### config.mk
export PLATFORM = sky130hd
export DESIGN_NAME = tns_dec_pipe
export DESIGN_NICKNAME = d
export VERILOG_FILES = /design/src/rtl/tns_dec_pipe.sv
export SDC_FILE = /design/constraint.sdc
export NUM_CORES = 1
export LEC_CHECK = 0
export ABC_AREA = 1
export CAP_MARGIN = 10
export CORE_MARGIN = 2
export CORE_UTILIZATION = 45
export CTS_CLUSTER_DIAMETER = 50
export DETAILED_ROUTE_END_ITERATION = 10
export PLACE_DENSITY_LB_ADDON = 0.05
export SETUP_SLACK_MARGIN = 0.4
export SLEW_MARGIN = 5
export SYNTH_ARGS = -nofsm -noshare
export SYNTH_HDL_FRONTEND = slang
export SYNTH_SLANG_ARGS = --single-unit
### constraint.sdc
create_clock -name clk -period 5.8 [get_ports clk]
set_clock_uncertainty 0.2 [all_clocks]
set_input_delay 0.58 -clock clk [delete_from_list [all_inputs] [get_ports clk]]
set_output_delay 0.58 -clock clk [all_outputs]
set_load 0.01 [all_outputs]
### src/rtl/tns_dec_pipe.sv
// rtl/tns_dec_pipe.sv - pipelined multi-lane TNS (3C1S CAC) codeword decoder
// Optional build macro: TNS_DEC_OVF_EN (enables the per-lane out_ovf flag)

`ifndef BLEN11_C
`define BLEN11_C 27
`endif

package tns_dec_pkg;
  localparam int TNS_CW = 31;
  localparam int TNS_DW = `BLEN11_C;

  // Default weight table, bit-ascending: TNS01_C, TNS01_B, TNS01_A, ... TNS11_C.
  // Each weight is the sum of the three below it, seeded 1, 2, 4.
  function automatic logic [TNS_CW*TNS_DW-1:0] tns_weights();
    logic [TNS_CW*TNS_DW-1:0] v;
    logic [31:0] t0, t1, t2, tn;
    v  = '0;
    t0 = 32'd1;
    t1 = 32'd2;
    t2 = 32'd4;
    for (int i = 0; i < TNS_CW; i++) begin
      v[i*TNS_DW +: TNS_DW] = TNS_DW'(t0);
      tn = t0 + t1 + t2;
      t0 = t1;
      t1 = t2;
      t2 = tn;
    end
    return v;
  endfunction
endpackage

module tns_dec_pipe #(
  parameter int LANES  = 1,
  parameter int CODE_W = 31,
  parameter int DATA_W = `BLEN11_C,
  parameter logic [CODE_W*DATA_W-1:0] WEIGHTS = tns_dec_pkg::tns_weights(),
  parameter int GRP    = 4
) (
  input  logic                    clk,
  input  logic                    rst,
  input  logic                    in_valid,
  output logic                    in_ready,
  input  logic [LANES*CODE_W-1:0] in_code,
  output logic                    out_valid,
  input  logic                    out_ready,
  output logic [LANES*DATA_W-1:0] out_data,
  output logic [LANES-1:0]        out_ovf,
  output logic [31:0]             word_cnt
);

  localparam int NGRP  = (CODE_W + GRP - 1) / GRP;
  localparam int PAD_W = NGRP * GRP;
`ifdef TNS_DEC_OVF_EN
  localparam int W_INT = DATA_W + $clog2(CODE_W);
  localparam int SUM_W = W_INT;
`else
  localparam int SUM_W = DATA_W;
`endif

  logic                    s1_valid_q, s1_valid_d;
  logic [LANES*CODE_W-1:0] s1_code_q, s1_code_d;
  logic                    s2_valid_q, s2_valid_d;
  logic [SUM_W-1:0]        s2_sum [LANES][NGRP];
  logic [SUM_W-1:0]        s2_psum_q [LANES][NGRP];
  logic [SUM_W-1:0]        s2_psum_d [LANES][NGRP];
  logic                    s3_valid_q, s3_valid_d;
  logic [LANES*DATA_W-1:0] s3_data_q, s3_data_d;
  logic [31:0]             cnt_q, cnt_d;
  logic                    s1_load, s2_load, s3_load, out_xfer;

  // Weights and codewords zero-padded to a whole number of groups
  logic [SUM_W-1:0] w_ext [PAD_W];
  logic [PAD_W-1:0] code_pad [LANES];

  for (genvar i = 0; i < PAD_W; i++) begin : g_wext
    if (i < CODE_W) begin : g_real
      assign w_ext[i] = SUM_W'(WEIGHTS[i*DATA_W +: DATA_W]);
    end else begin : g_pad
      assign w_ext[i] = '0;
    end
  end

  for (genvar l = 0; l < LANES; l++) begin : g_cpad
    assign code_pad[l] = PAD_W'(s1_code_q[l*CODE_W +: CODE_W]);
  end

  // Elastic handshake: a stage loads when empty or when its word leaves this cycle
  assign s3_load  = !s3_valid_q || out_ready;
  assign s2_load  = !s2_valid_q || s3_load;
  assign s1_load  = !s1_valid_q || s2_load;
  assign in_ready = s1_load;
  assign out_xfer = s3_valid_q && out_ready;

  // Stage 1 next state: capture the codewords on an input transfer
  always_comb begin
    s1_valid_d = s1_valid_q;
    s1_code_d  = s1_code_q;
    if (s1_load) begin
      s1_valid_d = in_valid;
      if (in_valid) begin
        s1_code_d = in_code;
      end
    end
  end

  // Stage 2 combinational: weighted partial sum of each GRP-bit group
  always_comb begin
    logic [SUM_W-1:0] acc;
    acc = '0;
    for (int l = 0; l < LANES; l++) begin
      for (int g = 0; g < NGRP; g++) begin
        acc = '0;
        for (int j = 0; j < GRP; j++) begin
          acc = acc + (code_pad[l][g*GRP+j] ? w_ext[g*GRP+j] : '0);
        end
        s2_sum[l][g] = acc;
      end
    end
  end

  // Stage 2 next state: take new partial sums when stage 1 moves down
  always_comb begin
    s2_valid_d = s2_valid_q;
    s2_psum_d  = s2_psum_q;
    if (s2_load) begin
      s2_valid_d = s1_valid_q;
      if (s1_valid_q) begin
        s2_psum_d = s2_sum;
      end
    end
  end

`ifdef TNS_DEC_OVF_EN
  logic [LANES-1:0] s3_ovf_q, s3_ovf_d;
`endif

  // Stage 3 next state: final per-lane sum, truncated, plus overflow detect
  always_comb begin
    logic [SUM_W-1:0] tot;
    tot        = '0;
    s3_valid_d = s3_valid_q;
    s3_data_d  = s3_data_q;
`ifdef TNS_DEC_OVF_EN
    s3_ovf_d   = s3_ovf_q;
`endif
    if (s3_load) begin
      s3_valid_d = s2_valid_q;
      if (s2_valid_q) begin
        for (int l = 0; l < LANES; l++) begin
          tot = '0;
          for (int g = 0; g < NGRP; g++) begin
            tot = tot + s2_psum_q[l][g];
          end
          s3_data_d[l*DATA_W +: DATA_W] = tot[DATA_W-1:0];
`ifdef TNS_DEC_OVF_EN
          s3_ovf_d[l] = (tot >> DATA_W) != '0;
`endif
        end
      end
    end
  end

  // Completed-transfer counter, wraps naturally at 32 bits
  always_comb begin
    cnt_d = out_xfer ? cnt_q + 32'd1 : cnt_q;
  end

  // Control and output registers with synchronous reset
  always_ff @(posedge clk) begin
    if (rst) begin
      s1_valid_q <= 1'b0;
      s2_valid_q <= 1'b0;
      s3_valid_q <= 1'b0;
      s3_data_q  <= '0;
      cnt_q      <= '0;
    end else begin
      s1_valid_q <= s1_valid_d;
      s2_valid_q <= s2_valid_d;
      s3_valid_q <= s3_valid_d;
      s3_data_q  <= s3_data_d;
      cnt_q      <= cnt_d;
    end
  end

  // Datapath registers whose contents only matter while their valid is set
  always_ff @(posedge clk) begin
    s1_code_q <= s1_code_d;
    s2_psum_q <= s2_psum_d;
  end

`ifdef TNS_DEC_OVF_EN
  // Overflow flags travel with the stage 3 data
  always_ff @(posedge clk) begin
    if (rst) begin
      s3_ovf_q <= '0;
    end else begin
      s3_ovf_q <= s3_ovf_d;
    end
  end
  assign out_ovf = s3_ovf_q;
`else
  assign out_ovf = '0;
`endif

  assign out_valid = s3_valid_q;
  assign out_data  = s3_data_q;
  assign word_cnt  = cnt_q;

endmodule

* Word-level counts from Yosys, hierarchy flattened
Index checks and enable logic that the tools add are counted.
** Word-level totals
- Bits of input ports :: 35
- Logic and storage cells :: 86
- Flip-flop bits (word level) :: 309
** Operators by class
- Mux-type cells :: 31
- $add $sub $neg :: 31
- Reduce and logical (&&, ||, !) cells :: 10
** Operator list (count)
- 27-bit adder :: 8
- 24-bit two-way mux :: 2
- 17-bit two-way mux :: 2
- 32-bit by 1-bit adder with 32-bit output (second input constant) :: 1
- 25-bit by 26-bit adder with 27-bit output :: 1
- 27-bit two-way mux :: 1
- 25-bit by 24-bit adder with 26-bit output :: 1
- 26-bit two-way mux :: 1
- 24-bit by 24-bit adder with 25-bit output :: 1
- 25-bit two-way mux :: 1
- 22-bit by 23-bit adder with 24-bit output :: 1
- 23-bit two-way mux :: 1
- 21-bit by 21-bit adder with 22-bit output :: 1
- 22-bit two-way mux :: 1
- 20-bit by 20-bit adder with 21-bit output :: 1
- 21-bit two-way mux :: 1
- 18-bit by 19-bit adder with 20-bit output :: 1
- 20-bit two-way mux :: 1
- 18-bit by 17-bit adder with 19-bit output :: 1
- 19-bit two-way mux :: 1
- 17-bit by 17-bit adder with 18-bit output :: 1
- 18-bit two-way mux :: 1
- 9-bit two-way mux :: 2
- 15-bit by 16-bit adder with 17-bit output :: 1
- 31 further kinds :: 38

* Depth between registers and ports, before layout
- Word-level depth :: 7
- Depth in mapped cells :: 21
- Gate-level depth less buffers :: 21

* Least setup slack after synthesis
No wires, ideal clock.
- Kind :: reg2reg
- Start point :: register, netlist name s2_psum_q[96]
- End point :: register s3_data_q[12] (netlist: out_data[12])
- Slack :: 1.740 ns
- Data arrival time :: 3.751 ns
- Setup time :: 0.109 ns
- Stages on the path, launching flop included :: 20
- Path through :: edfxtp_1 -> inv_1 -> fa_1 -> fa_1 -> inv_1 -> fa_1 -> inv_1 -> fa_1 -> inv_1 -> ha_1 -> fa_1 -> nand2_1 -> nand2_1 -> nand3_1 -> nand2_1 -> a21oi_1 -> or2_0 -> nand3_1 -> nand2_1 -> inv_1
** RTL lines
- end signal, assigned :: line 180 : s3_data_q <= s3_data_d;
- end, declared :: line 67 : logic [LANES*DATA_W-1:0] s3_data_q, s3_data_d;

* Worst setup path in the final report
- Start point :: register s2_psum_q[8] (netlist bit)
- End point :: register s3_data_q[24] (netlist: out_data[24])
** Between the ends
- Longest elaborated chain between the ends :: 1
** Ends and longest elaborated chain
- start, declared :: line 64 : logic [SUM_W-1:0] s2_psum_q [LANES][NGRP];
- start signal, assigned :: line 188 : s2_psum_q <= s2_psum_d;
- 27-bit adder :: line 152 : tot = tot + s2_psum_q[l][g];
No other way between the ends.
A chain may end at the register's enable or synchronous reset.

==> results.json <==
{
  "cts-root-buf": "clkbuf_16",
  "fin_area_mm2": 0.0204,
  "ir_drop_mv": 0.343,
  "postPlaceCellArea_mm2": 0.0191,
  "synth_nets": 2416,
  "drv_slew": 0,
  "nNetsFinal": 2534,
  "drc": 0,
  "critical_path.slowest_cell": "fa_1",
  "grt_pass1_vias": 13300,
  "drive_gt1_share_pct": 4.25,
  "period_needed_ns": 4.40,
  "wl_um": 44900,
  "crit_arrival_ns": 4.64,
  "detail_route.first_pass.iterations": 5,
  "antenna_left": 0,
  "synthFlopType": "edfxtp_1",
  "clkTransAtPathRegs_ns": 0.05,
  "core_area_mm2": 0.0386,
  "final-setup-viol-count": 0,
  "start_util_pct": 45.6,
  "p_comb_share_pct": 53.0,
  "period_share_pct": 75.9,
  "grt_usage_pct": 22.5,
  "postCtsSetupRepairBufs": 0,
  "clkLatencyLatePin_ns": 0.55,
  "vias": 13400,
  "synth_edf_count": 157,
  "worstMarginPinSlew_ns": 0.932,
  "antenna_found_initial": 0,
  "die_h_um": 202,
  "cts_buffer_depth": 3,
  "ys_seq_elements": 219,
  "cts_sinks": 219,
  "worstPathRequired_ns": 6.04,
  "wl_per_cell_um": 16.4,
  "dp_hpwl_um": 35900,
  "gp_congestion": 0.882,
  "die_area_mm2": 0.0407,
  "maxCapViolCount": 0,
  "seq_area_frac_synth_pct": 33.8,
  "grt_max_degree": 49,
  "ios": 97,
  "rsz0062_at_grt": "false",
  "cp-end-kind": "register",
  "powerDensity_mw_per_mm2": 433,
  "yosys_warnings": 0,
  "multi_input_area_mm2": 0.00997,
  "cts_buffers": 37,
  "clock_power_share_pct": 25.0,
  "hold_class": "reg2reg",
  "placed_cells": 2664,
  "finalSetupTns_ns": 0,
  "p_leak_nw": 9.70,
  "synth_area_per_cell_um2": 8.52,
  "outcome": "completed",
  "start_kind": "register",
  "worst-path-max-fanout": 5,
  "portBuffers": 95,
  "layout.cells.non_filler": 2731,
  "syn_area_mm2": 0.0176,
  "synth-async-reset-ratio_pct": 0,
  "hold_viol_final": 0,
  "p_int_mw": 4.87,
  "cp_top_family": "adder cells",
  "die_w_um": 202,
  "path_cells": "inv_1, fa_1, inv_1, fa_1, inv_1, fa_1, fa_1, inv_1, ha_1, nand2_1, nor2_1, nand2_1, nor2_1, nand2_1, nand4_1, nand3_1, nand2_1, inv_1",
  "cpMostUsedCell": "inv_1",
  "pwr-share-seq_pct": 22.0,
  "yosysUniqueCellTypes": 43,
  "seq_area_mm2": 0.00596,
  "n_antenna_cell": 0,
  "p_sw_share_pct": 44.8,
  "syn_inst": 2067,
  "criticalPathCategory": "reg2reg",
  "hold_buffers": 0,
  "dr.first_iter.drc_count": 686,
  "slew_headroom_pct": 37.9,
  "cts.repair.resized": 0,
  "viasPerCell": 4.90,
  "grt-ovfl-total": 0,
  "critical_path.max_stage_delay_ns": 0.55,
  "cts_tree": "done",
  "cp_num_buf_inv": 5,
  "cts-htree-levels": 2,
  "p_sw_mw": 3.96,
  "area_growth_pct": 15.8,
  "placementRows": 72,
  "fill_cells": 3686,
  "grt_pass1_wl_um": 71100,
  "timing.fmax_ghz": 0.227
}
-- per-layer routing --
| layer | track usage, % | vias to the layer above | part of all wire [%] |
|---|---|---|---|
| met2 | 36.0 | 251 | 45 |
| met4 | 8.38 | 0 | 3.2 |
| li1 | - | 6808 | - |
| met3 | 3.37 | 73 | 4.3 |
| met5 | 0 | - | 0 |
| met1 | 30.9 | 6258 | 48 |
-- registers in the layout (all words and copies together), names as in the netlist --
register    flops
out_data       27
out_valid       1
s1_code_q      31
s1_valid_q      1
s2_psum_q     126
s2_valid_q      1
word_cnt       32
-- kinds of logic (layout without fill, tap and decap cells) --
logic type                 count (synthesis)  count (layout)  share of synthesized area, %
and+or+nand+nor                          827             827                          19.7
buffers and inverters                    442             588                          9.52
adders and majority gates                314             314                          27.0
DFF                                      219             219                          33.8
AOI/OAI and AO/OA                        176             176                          5.52
xor gates and xnor gates                  88              88                          4.38
other                                      1               1                        0.0213
-- worst paths after layout --
check	from	end	slack (ns)	depth (start not counted)
hold / removal	out_data[2]	out_data[2]	0.28	2
setup reg to reg	s2_psum_q[8]	out_data[24]	1.40	18
hold reg to reg	out_data[2]	out_data[2]	0.28	2
setup / recovery	s2_psum_q[8]	out_data[24]	1.40	18
-- per-stage QoR --
step	setup slack [ns]	total power, mW	util (%)	hold slack (ns)
3_5_place_dp	1.44	6.60	49.5	0.279
2_1_floorplan	1.74	5.29	-	0.251
3_3_place_gp	1.49	6.57	49.5	0.264
4_1_cts	1.42	8.89	52.8	0.289
5_1_grt	1.11	9.66	52.8	0.308
6_report	1.40	8.83	52.8	0.285
-- cells in the final DEF (no fill, tap or decap), types with 3 or more instances in the layout --
master             n
xnor2_1           15
dfxtp_1           62
ha_1             204
a21oi_1           91
nand2_2            5
nand3b_1          10
nand3_2            4
clkinv_1           4
clkbuf_16         38
bufinv_16          3
buf_4              3
inv_6              6
o21a_1             4
edfxtp_1         157
clkdlybuf4s50_1   95
nand3_1          100
nand2_1          459
xor2_1            73
clkinvlp_4         3
inv_1            417
nor3_1            19
o211ai_1           5
o21ai_1            3
o21bai_1           3
o21ai_0           48
a21o_1             4
a31oi_1            9
nor3_2             5
nor2_1           187
fa_1             110
inv_2              5
nor2_2             5
nand4_1           26
clkbuf_1           4
-- synth_stat cells, types with 7 or more instances --
cell	count	area share [%]
a21oi_1	91	2.6
a31oi_1	9	0.32
buf_2	10	0.28
clkbuf_1	7	0.15
dfxtp_1	62	7.1
edfxtp_1	157	27
fa_1	110	13
ha_1	204	14
inv_1	419	8.9
nand2_1	459	9.8
nand3_1	100	2.8
nand3b_1	10	0.43
nand4_1	26	0.92
nor2_1	187	4.0
nor3_1	19	0.54
o21ai_0	48	1.4
xnor2_1	15	0.75
xor2_1	73	3.6
-- tightest hold or removal path, cell delays in order, from the launching register on --
cell,delay (ns)
dfxtp_1,0.33
nor2_1,0.05
nor2_1,0.08
-- area by class of cell --
type,instances,area share [%]
multi-input combinational,1406,48.9
sequential,219,29.2
inverter,423,7.80
clock buffer,44,4.87
timing repair buffer,98,4.77
tap,518,3.18
clock inverter,23,1.26
-- power by group through the flow --
stage          clock (mW)  sequential [mW]  combinational [mW]
2_1_floorplan           0             1.95                3.34
3_3_place_gp            0             1.97                4.60
3_5_place_dp            0             1.97                4.63
4_1_cts              2.27             1.94                4.68
5_1_grt              2.35             1.95                5.36
6_report             2.21             1.94                4.68
Note: power is estimated with default switching activity, not from simulation.
